## config.mk

```make
export PLATFORM = sky130hd
export DESIGN_NAME = lcd_text_writer
export DESIGN_NICKNAME = d
export VERILOG_FILES = /design/src/rtl/lcd_pkg.sv /design/src/rtl/lcd_msg_buffer.sv /design/src/rtl/lcd_text_writer.sv
export SDC_FILE = /design/constraint.sdc
export NUM_CORES = 1
export LEC_CHECK = 0
export ABC_AREA = 0
export BUFFER_PORTS_ARGS = -buffer_cell sky130_fd_sc_hd__buf_2
export CORE_MARGIN = 2
export CORE_UTILIZATION = 62
export DETAILED_ROUTE_END_ITERATION = 12
export HOLD_SLACK_MARGIN = 0.12
export PLACE_DENSITY = 0.8
export SYNTH_ARGS = -nofsm -noshare
export SYNTH_HDL_FRONTEND = slang
export SYNTH_SLANG_ARGS = --single-unit
```

## constraint.sdc

```tcl
create_clock -name clk -period 3.3 [get_ports clk]
set_clock_uncertainty 0.05 [all_clocks]
set_input_delay 0.66 -clock clk [delete_from_list [all_inputs] [get_ports clk]]
set_output_delay 0.66 -clock clk [all_outputs]
set_load 0.1 [all_outputs]
```

## src/rtl/lcd_pkg.sv

```systemverilog
// Shared state encoding and constants for the LCD text writer and its buffer.
package lcd_pkg;

    typedef enum logic [1:0] {
        S_IDLE  = 2'd0,
        S_CLEAR = 2'd1,
        S_WRITE = 2'd2,
        S_DONE  = 2'd3
    } lcd_state_t;

    localparam logic MODE_MSG   = 1'b0;
    localparam logic MODE_CLEAR = 1'b1;

    localparam logic [7:0] FILL_CHAR_DEFAULT = 8'h20;

endpackage

```

## src/rtl/lcd_msg_buffer.sv

```systemverilog
// Message character store: one synchronous write port and an asynchronous read
// port, so the writer sees a character in the same cycle it asks for it.
module lcd_msg_buffer
    import lcd_pkg::*;
#(
    parameter int DEPTH  = 32,
    parameter int DATA_W = 8,
    parameter int IDX_W  = 5
) (
    input  logic              clk,
    input  logic              we,
    input  logic [IDX_W-1:0]  waddr,
    input  logic [DATA_W-1:0] wdata,
    input  logic [IDX_W-1:0]  raddr,
    output logic [DATA_W-1:0] rdata
);

    logic [DATA_W-1:0] mem_r [DEPTH];

    // Character storage write port; contents are deliberately not reset.
    always_ff @(posedge clk) begin
        if (we) begin
            mem_r[waddr] <= wdata;
        end
    end

    assign rdata = mem_r[raddr];

endmodule

```

## src/rtl/lcd_text_writer.sv

```systemverilog
// Streams a character buffer into the LCD display-RAM write port, optionally
// clearing the screen first and wrapping the message across display lines.
module lcd_text_writer
    import lcd_pkg::*;
#(
    parameter int DATA_W      = 8,
    parameter int LINE_W      = 16,
    parameter int LINES       = 2,
    parameter int LINE_STRIDE = 16,
    parameter int ADDR_W      = 6,
    parameter logic [DATA_W-1:0] FILL_CHAR = FILL_CHAR_DEFAULT,
    localparam int CAP   = LINES * LINE_W,
    localparam int LEN_W = $clog2(CAP + 1),
    localparam int IDX_W = $clog2(CAP)
) (
    input  logic              clk,
    input  logic              rst_n,
    input  logic              msg_we,
    input  logic [IDX_W-1:0]  msg_addr,
    input  logic [DATA_W-1:0] msg_data,
    input  logic [LEN_W-1:0]  len,
    input  logic              mode,
    input  logic              start,
    output logic              wr_en,
    output logic [ADDR_W-1:0] wr_addr,
    output logic [DATA_W-1:0] wr_data,
    input  logic              wr_ready,
    output logic              busy,
    output logic              done
);

    localparam int COL_W = (LINE_W > 1) ? $clog2(LINE_W) : 1;
    localparam int LIN_W = (LINES > 1) ? $clog2(LINES) : 1;
    localparam logic [COL_W-1:0]  COL_LAST  = COL_W'(LINE_W - 1);
    localparam logic [LIN_W-1:0]  LINE_LAST = LIN_W'(LINES - 1);
    localparam logic [ADDR_W-1:0] STRIDE    = ADDR_W'(LINE_STRIDE);
    localparam logic [LEN_W-1:0]  CAP_LEN   = LEN_W'(CAP);

    lcd_state_t        state_r, next_state_s;
    logic [LIN_W-1:0]  line_r, next_line_s;
    logic [COL_W-1:0]  col_r, next_col_s;
    logic [ADDR_W-1:0] base_r, next_base_s;
    logic [IDX_W-1:0]  idx_r, next_idx_s;
    logic [LEN_W-1:0]  eff_len_r, next_eff_len_s;
    logic              wr_en_r, next_wr_en_s;
    logic [ADDR_W-1:0] wr_addr_r, next_wr_addr_s;
    logic [DATA_W-1:0] wr_data_r, next_wr_data_s;
    logic              busy_r, next_busy_s;
    logic              done_r, next_done_s;

    logic              buf_we_s;
    logic [IDX_W-1:0]  rd_idx_s;
    logic [DATA_W-1:0] buf_rdata_s;
    logic [DATA_W-1:0] rd_char_s;
    logic [LEN_W-1:0]  start_len_s;
    logic              beat_s;
    logic              wrap_s;
    logic              last_cell_s;
    logic              last_char_s;
    logic [COL_W-1:0]  adv_col_s;
    logic [LIN_W-1:0]  adv_line_s;
    logic [ADDR_W-1:0] adv_base_s;
    logic [ADDR_W-1:0] adv_addr_s;

    lcd_msg_buffer #(
        .DEPTH  (CAP),
        .DATA_W (DATA_W),
        .IDX_W  (IDX_W)
    ) u_buf (
        .clk    (clk),
        .we     (buf_we_s),
        .waddr  (msg_addr),
        .wdata  (msg_data),
        .raddr  (rd_idx_s),
        .rdata  (buf_rdata_s)
    );

    // The buffer is frozen during a run; a write coinciding with start is
    // forwarded so the first character already reflects it.
    assign buf_we_s  = msg_we & ~busy_r;
    assign rd_idx_s  = (state_r == S_WRITE) ? idx_r + IDX_W'(1) : {IDX_W{1'b0}};
    assign rd_char_s = (buf_we_s && (msg_addr == rd_idx_s)) ? msg_data : buf_rdata_s;

    assign start_len_s = (len > CAP_LEN) ? CAP_LEN : len;
    assign beat_s      = wr_en_r & wr_ready;
    assign wrap_s      = (col_r == COL_LAST);
    assign last_cell_s = wrap_s && (line_r == LINE_LAST);
    assign last_char_s = ((LEN_W'(idx_r) + LEN_W'(1)) == eff_len_r);

    // Line base advances by the stride on wrap, so no multiply/divide is needed.
    assign adv_col_s  = wrap_s ? {COL_W{1'b0}} : col_r + COL_W'(1);
    assign adv_line_s = wrap_s ? line_r + LIN_W'(1) : line_r;
    assign adv_base_s = wrap_s ? base_r + STRIDE : base_r;
    assign adv_addr_s = adv_base_s + ADDR_W'(adv_col_s);

    // Next-state and next-output decode; outputs are loaded with the beat to
    // present in the following cycle.
    always_comb begin
        next_state_s   = state_r;
        next_line_s    = line_r;
        next_col_s     = col_r;
        next_base_s    = base_r;
        next_idx_s     = idx_r;
        next_eff_len_s = eff_len_r;
        next_wr_en_s   = wr_en_r;
        next_wr_addr_s = wr_addr_r;
        next_wr_data_s = wr_data_r;
        next_busy_s    = busy_r;
        next_done_s    = 1'b0;
        case (state_r)
            S_IDLE, S_DONE: begin
                next_wr_en_s = 1'b0;
                next_busy_s  = 1'b0;
                if (start) begin
                    next_eff_len_s = start_len_s;
                    next_line_s    = {LIN_W{1'b0}};
                    next_col_s     = {COL_W{1'b0}};
                    next_base_s    = {ADDR_W{1'b0}};
                    next_idx_s     = {IDX_W{1'b0}};
                    next_wr_addr_s = {ADDR_W{1'b0}};
                    if (mode == MODE_CLEAR) begin
                        next_state_s   = S_CLEAR;
                        next_wr_en_s   = 1'b1;
                        next_busy_s    = 1'b1;
                        next_wr_data_s = FILL_CHAR;
                    end else if (start_len_s != {LEN_W{1'b0}}) begin
                        next_state_s   = S_WRITE;
                        next_wr_en_s   = 1'b1;
                        next_busy_s    = 1'b1;
                        next_wr_data_s = rd_char_s;
                    end else begin
                        next_state_s = S_DONE;
                        next_done_s  = 1'b1;
                    end
                end else begin
                    next_state_s = S_IDLE;
                end
            end
            S_CLEAR: begin
                if (beat_s && last_cell_s) begin
                    if (eff_len_r != {LEN_W{1'b0}}) begin
                        next_state_s   = S_WRITE;
                        next_line_s    = {LIN_W{1'b0}};
                        next_col_s     = {COL_W{1'b0}};
                        next_base_s    = {ADDR_W{1'b0}};
                        next_idx_s     = {IDX_W{1'b0}};
                        next_wr_addr_s = {ADDR_W{1'b0}};
                        next_wr_data_s = rd_char_s;
                    end else begin
                        next_state_s = S_DONE;
                        next_wr_en_s = 1'b0;
                        next_busy_s  = 1'b0;
                        next_done_s  = 1'b1;
                    end
                end else if (beat_s) begin
                    next_line_s    = adv_line_s;
                    next_col_s     = adv_col_s;
                    next_base_s    = adv_base_s;
                    next_wr_addr_s = adv_addr_s;
                    next_wr_data_s = FILL_CHAR;
                end else begin
                    next_state_s = S_CLEAR;
                end
            end
            S_WRITE: begin
                if (beat_s && last_char_s) begin
                    next_state_s = S_DONE;
                    next_wr_en_s = 1'b0;
                    next_busy_s  = 1'b0;
                    next_done_s  = 1'b1;
                end else if (beat_s) begin
                    next_line_s    = adv_line_s;
                    next_col_s     = adv_col_s;
                    next_base_s    = adv_base_s;
                    next_idx_s     = idx_r + IDX_W'(1);
                    next_wr_addr_s = adv_addr_s;
                    next_wr_data_s = rd_char_s;
                end else begin
                    next_state_s = S_WRITE;
                end
            end
            default: begin
                next_state_s = S_IDLE;
                next_wr_en_s = 1'b0;
                next_busy_s  = 1'b0;
            end
        endcase
    end

    // State, counters and registered outputs.
    always_ff @(posedge clk or negedge rst_n) begin
        if (!rst_n) begin
            state_r   <= S_IDLE;
            line_r    <= {LIN_W{1'b0}};
            col_r     <= {COL_W{1'b0}};
            base_r    <= {ADDR_W{1'b0}};
            idx_r     <= {IDX_W{1'b0}};
            eff_len_r <= {LEN_W{1'b0}};
            wr_en_r   <= 1'b0;
            wr_addr_r <= {ADDR_W{1'b0}};
            wr_data_r <= {DATA_W{1'b0}};
            busy_r    <= 1'b0;
            done_r    <= 1'b0;
        end else begin
            state_r   <= next_state_s;
            line_r    <= next_line_s;
            col_r     <= next_col_s;
            base_r    <= next_base_s;
            idx_r     <= next_idx_s;
            eff_len_r <= next_eff_len_s;
            wr_en_r   <= next_wr_en_s;
            wr_addr_r <= next_wr_addr_s;
            wr_data_r <= next_wr_data_s;
            busy_r    <= next_busy_s;
            done_r    <= next_done_s;
        end
    end

    assign wr_en   = wr_en_r;
    assign wr_addr = wr_addr_r;
    assign wr_data = wr_data_r;
    assign busy    = busy_r;
    assign done    = done_r;

endmodule

```

==> metrics.md <==
| Metric | Value |
|---|---|
| Largest net degree at the start of global routing | 56 |
| Tightest Pin Transition | 826 ps |
| Chip height | 146 um |
| Most Crowded Layer GR | met2 |
| Comb pwr share | 0.289 |
| Gpl congestion | 0.945 |
| Filler cells | 1261 |
| Switching Fraction | 0.342 |
| CP max-delay cell | ha_1 |
| Max Freq | 328 MHz |
| Run status | completed |
| Net count after synthesis | 997 |
| Hold Buf Count CTS | 0 |
| Lkg Pwr | 4.87 nW |
| Sequential Area | 8590 um2 |
| DRT Pass-1 Iters | 6 |
| PwrDens | 754 nW/um2 |
| Synth cell count leaders | 256 x edfxtp_1, 160 x nand2_1, 65 x o21ai_0 |
| Gate Count Post-Synth | 967 |
| Warning count from the yosys run | 0 |
| Worst-path clk slew | 60 ps |
| CP max FO | 25 |
| Largest area contributor in the netlist | edfxtp_1 |
| Flop2flop setup slack | 250 ps |
| Port Buf Inserts | 41 |
| Final Cycle Share | 0.924 |
| EDFF count, synth | 256 |
| Routed wire per std cell | 22.1 um |
| Post-detail-place hpwl | 17800 um |
| Top-count cell post-synth | edfxtp_1 |
| Vias in the first global route | 7903 |
| Reg-to-reg startpoint | state_r[0] |
| Share of the synthesized area in the top cell type | 0.615 |
| Hold Violations, Final | 0 |
| Hold WS | 158 ps |
| Seq/Total Area, Yosys | 0.688 |
| Clock Path Buffers | 3 |
| Clock share of power | 0.301 |
| Grt met1 use | 0.375 |
| Max_slew headroom | 0.449 |
| Ys flop type | edfxtp_1 |
| Reg-to-Reg End | wr_data[0] |
| Async SR Flop Fraction | 0.123 |
| Maximum level of the CTS H-tree | 1 |
| Mapped cell area | 12500 um2 |
| Max-cap viol count | 0 |
| Worst-Skew Late Latency | 560 ps |
| Place WS | 357 ps |
| Die area | 21300 um2 |
| Nets | 1037 |
| Post-synth cell types | 54 |
| Initial Utilization | 0.638 |
| CTS Sinks | 292 |
| Vias | 8176 |
| CP required | 3700 ps |
| Row cnt | 51 |
| VDD IR max | 620 uV |
| Critical path's top delay family | compound AO/OA/AOI/OAI gates |
| PostCTS Resize Cnt | 0 |
| TNS Setup | 0 ps |
| Seq pwr share | 0.410 |
| Crit path time final | 3050 ps |
| Setup WS post-layout | 252 ps |
| FF-to-FF path depth | 10 |
| #FFs+latches synth | 292 |
| Detail-routed via count per cell | 6.32 |
| WP data arrival | 3450 ps |
| Kind of critical path | reg -> reg |
| Sw power | 3.60 mW |
| CTS buffer count | 28 |
| Die Width | 146 um |
| DRT iter0 DRCs | 1186 |
| IO Count | 42 |
| Int Pwr | 6.94 mW |
| Area Overhead vs Synth | 12.0% |
| Largest cells by area after synthesis | edfxtp_1 62%, dfrtp_1 7.2%, nand2_1 4.8%, o21ai_0 2.6%, mux2i_1 2.5% |
| Slew Viols, Final | 0 |
| Crit-path max cell delay | 430 ps |
| Post-route ant nets | 0 |
| GR Util met2 | 0.428 |
| ANT cells | 0 |
| Area of the multi-input gates | 3630 um2 |
| Initial antenna violation count | 0 |
| First-pass GRT wire length | 44200 um |
| Worst setup SP type | flop |
| Met3 usage | 0.0401 |
| Crit path buf inv count | 2 |
| Final setup vio count | 0 |
| Hold Crit Class | in -> async |
| CTS tree | yes |
| Root Buffer | clkbuf_16 |
| Nature of the critical path endpoint | flop |
| GR Util All Layers | 0.267 |
| Post-CTS setup buffers | 0 |
| RSZ-0062 raised after global routing | false |
| Crit-path cells | inv_1 -> ha_1 -> nor2b_4 -> buf_4 -> nand2_1 -> a311oi_1 -> a31oi_1 -> o21ai_0 -> nor3_1 -> o31ai_2 |
| Core area | 19600 um2 |
| Syn avg cell area | 12.9 um2 |
| Remaining global-route overflow | 0 |
| Layout cells sized above 1 | 0.146 |
| Residual DRC count | 0 |
| Post-Route WL | 28600 um |
sequential cells by signal, indices dropped and copies added, names as in the netlist:
signal and count:
line_r 1, col_r 4, busy 1, wr_data 8, done 1, eff_len_r 6
state_r 2, idx_r 5, base_r 2, wr_addr 6, u_buf.mem_r 256
power by group through the flow:
stage	clock [mW]	combinational (mW)	sequential (mW)
finish	3.17	3.05	4.32
global route	3.34	3.25	4.34
CTS	3.20	3.02	4.32
detailed placement	0	2.99	4.39
global placement	0	2.94	4.38
floorplan	0	1.77	4.81
cell type report:
| class | count | area share |
|---|---|---|
| sequential | 292 | 0.614 |
| multi-input combinational | 608 | 0.260 |
| clock buffer | 36 | 0.0530 |
| timing repair buffer | 70 | 0.0347 |
| tap | 265 | 0.0237 |
| clock inverter | 16 | 0.0130 |
| inverter | 7 | 0.00188 |
logic make-up (layout without fill, tap and decap cells):
logic type	after synthesis	in the layout	share of synthesized area
AND/OR/NAND/NOR	329	329	0.121
flip-flops	292	292	0.688
AO/OA/AOI/OAI	207	207	0.108
buffers and inverters	67	129	0.0228
multiplexers	53	53	0.0447
XOR/XNOR	14	14	0.0109
adder cells (fa/ha/maj)	5	5	0.00501
per-layer routing:
metal | share of wire | up-vias | routed length (um)
met1 | 0.40 | 3931 | 11400
met3 | 0.095 | 81 | 2730
met2 | 0.47 | 464 | 13400
met4 | 0.039 | 0 | 1110
met5 | 0 | - | 0
li1 | - | 3700 | -
metrics by stage:
step	total power [mW]	cell area [um2]	utilization	instances
floorplan	6.57	12500	-	967
global placement	7.32	13100	0.667	1242
detailed placement	7.38	13100	0.667	1242
CTS	10.5	14000	0.714	1294
global route	10.9	14000	0.714	1294
finish	10.5	14000	0.714	1294
worst max-delay path by stage:
stage | start | to | slack [ps] | cells past startpoint
2_1_floorplan | busy | col_r[2] | 620 | 7
3_3_place_gp | state_r[0] | wr_data[3] | 390 | 10
3_5_place_dp | state_r[0] | wr_data[0] | 360 | 10
4_1_cts | state_r[0] | wr_data[0] | 290 | 10
5_1_grt | idx_r[0] | wr_data[6] | 120 | 9
6_report | state_r[0] | wr_data[0] | 250 | 10
placed cells by master, fill, tap and decap left out, types with 4 or more instances in the layout:
cell type  instances
clkinv_1           4
ha_1               5
a31oi_1           22
a22oi_1            7
buf_2             41
clkinv_2           6
nand2_1          159
o31ai_2            6
nand3_1           32
edfxtp_1         256
a311oi_1          18
or3_1              4
buf_4             24
nand2b_1          13
clkbuf_1           7
nor3_1            10
inv_1              7
nor2b_1           10
a21oi_1           34
xor2_1             4
dfrtp_1           35
o22ai_1            7
mux2_2            22
and2_1            16
clkbuf_16         28
and3_1             7
nor2_1            59
mux2i_1           31
buf_12             5
nand3b_1           7
xnor2_1            9
o221ai_1           4
a211oi_1          24
o21ai_0           65
Note: power is estimated with default switching activity, not from simulation.
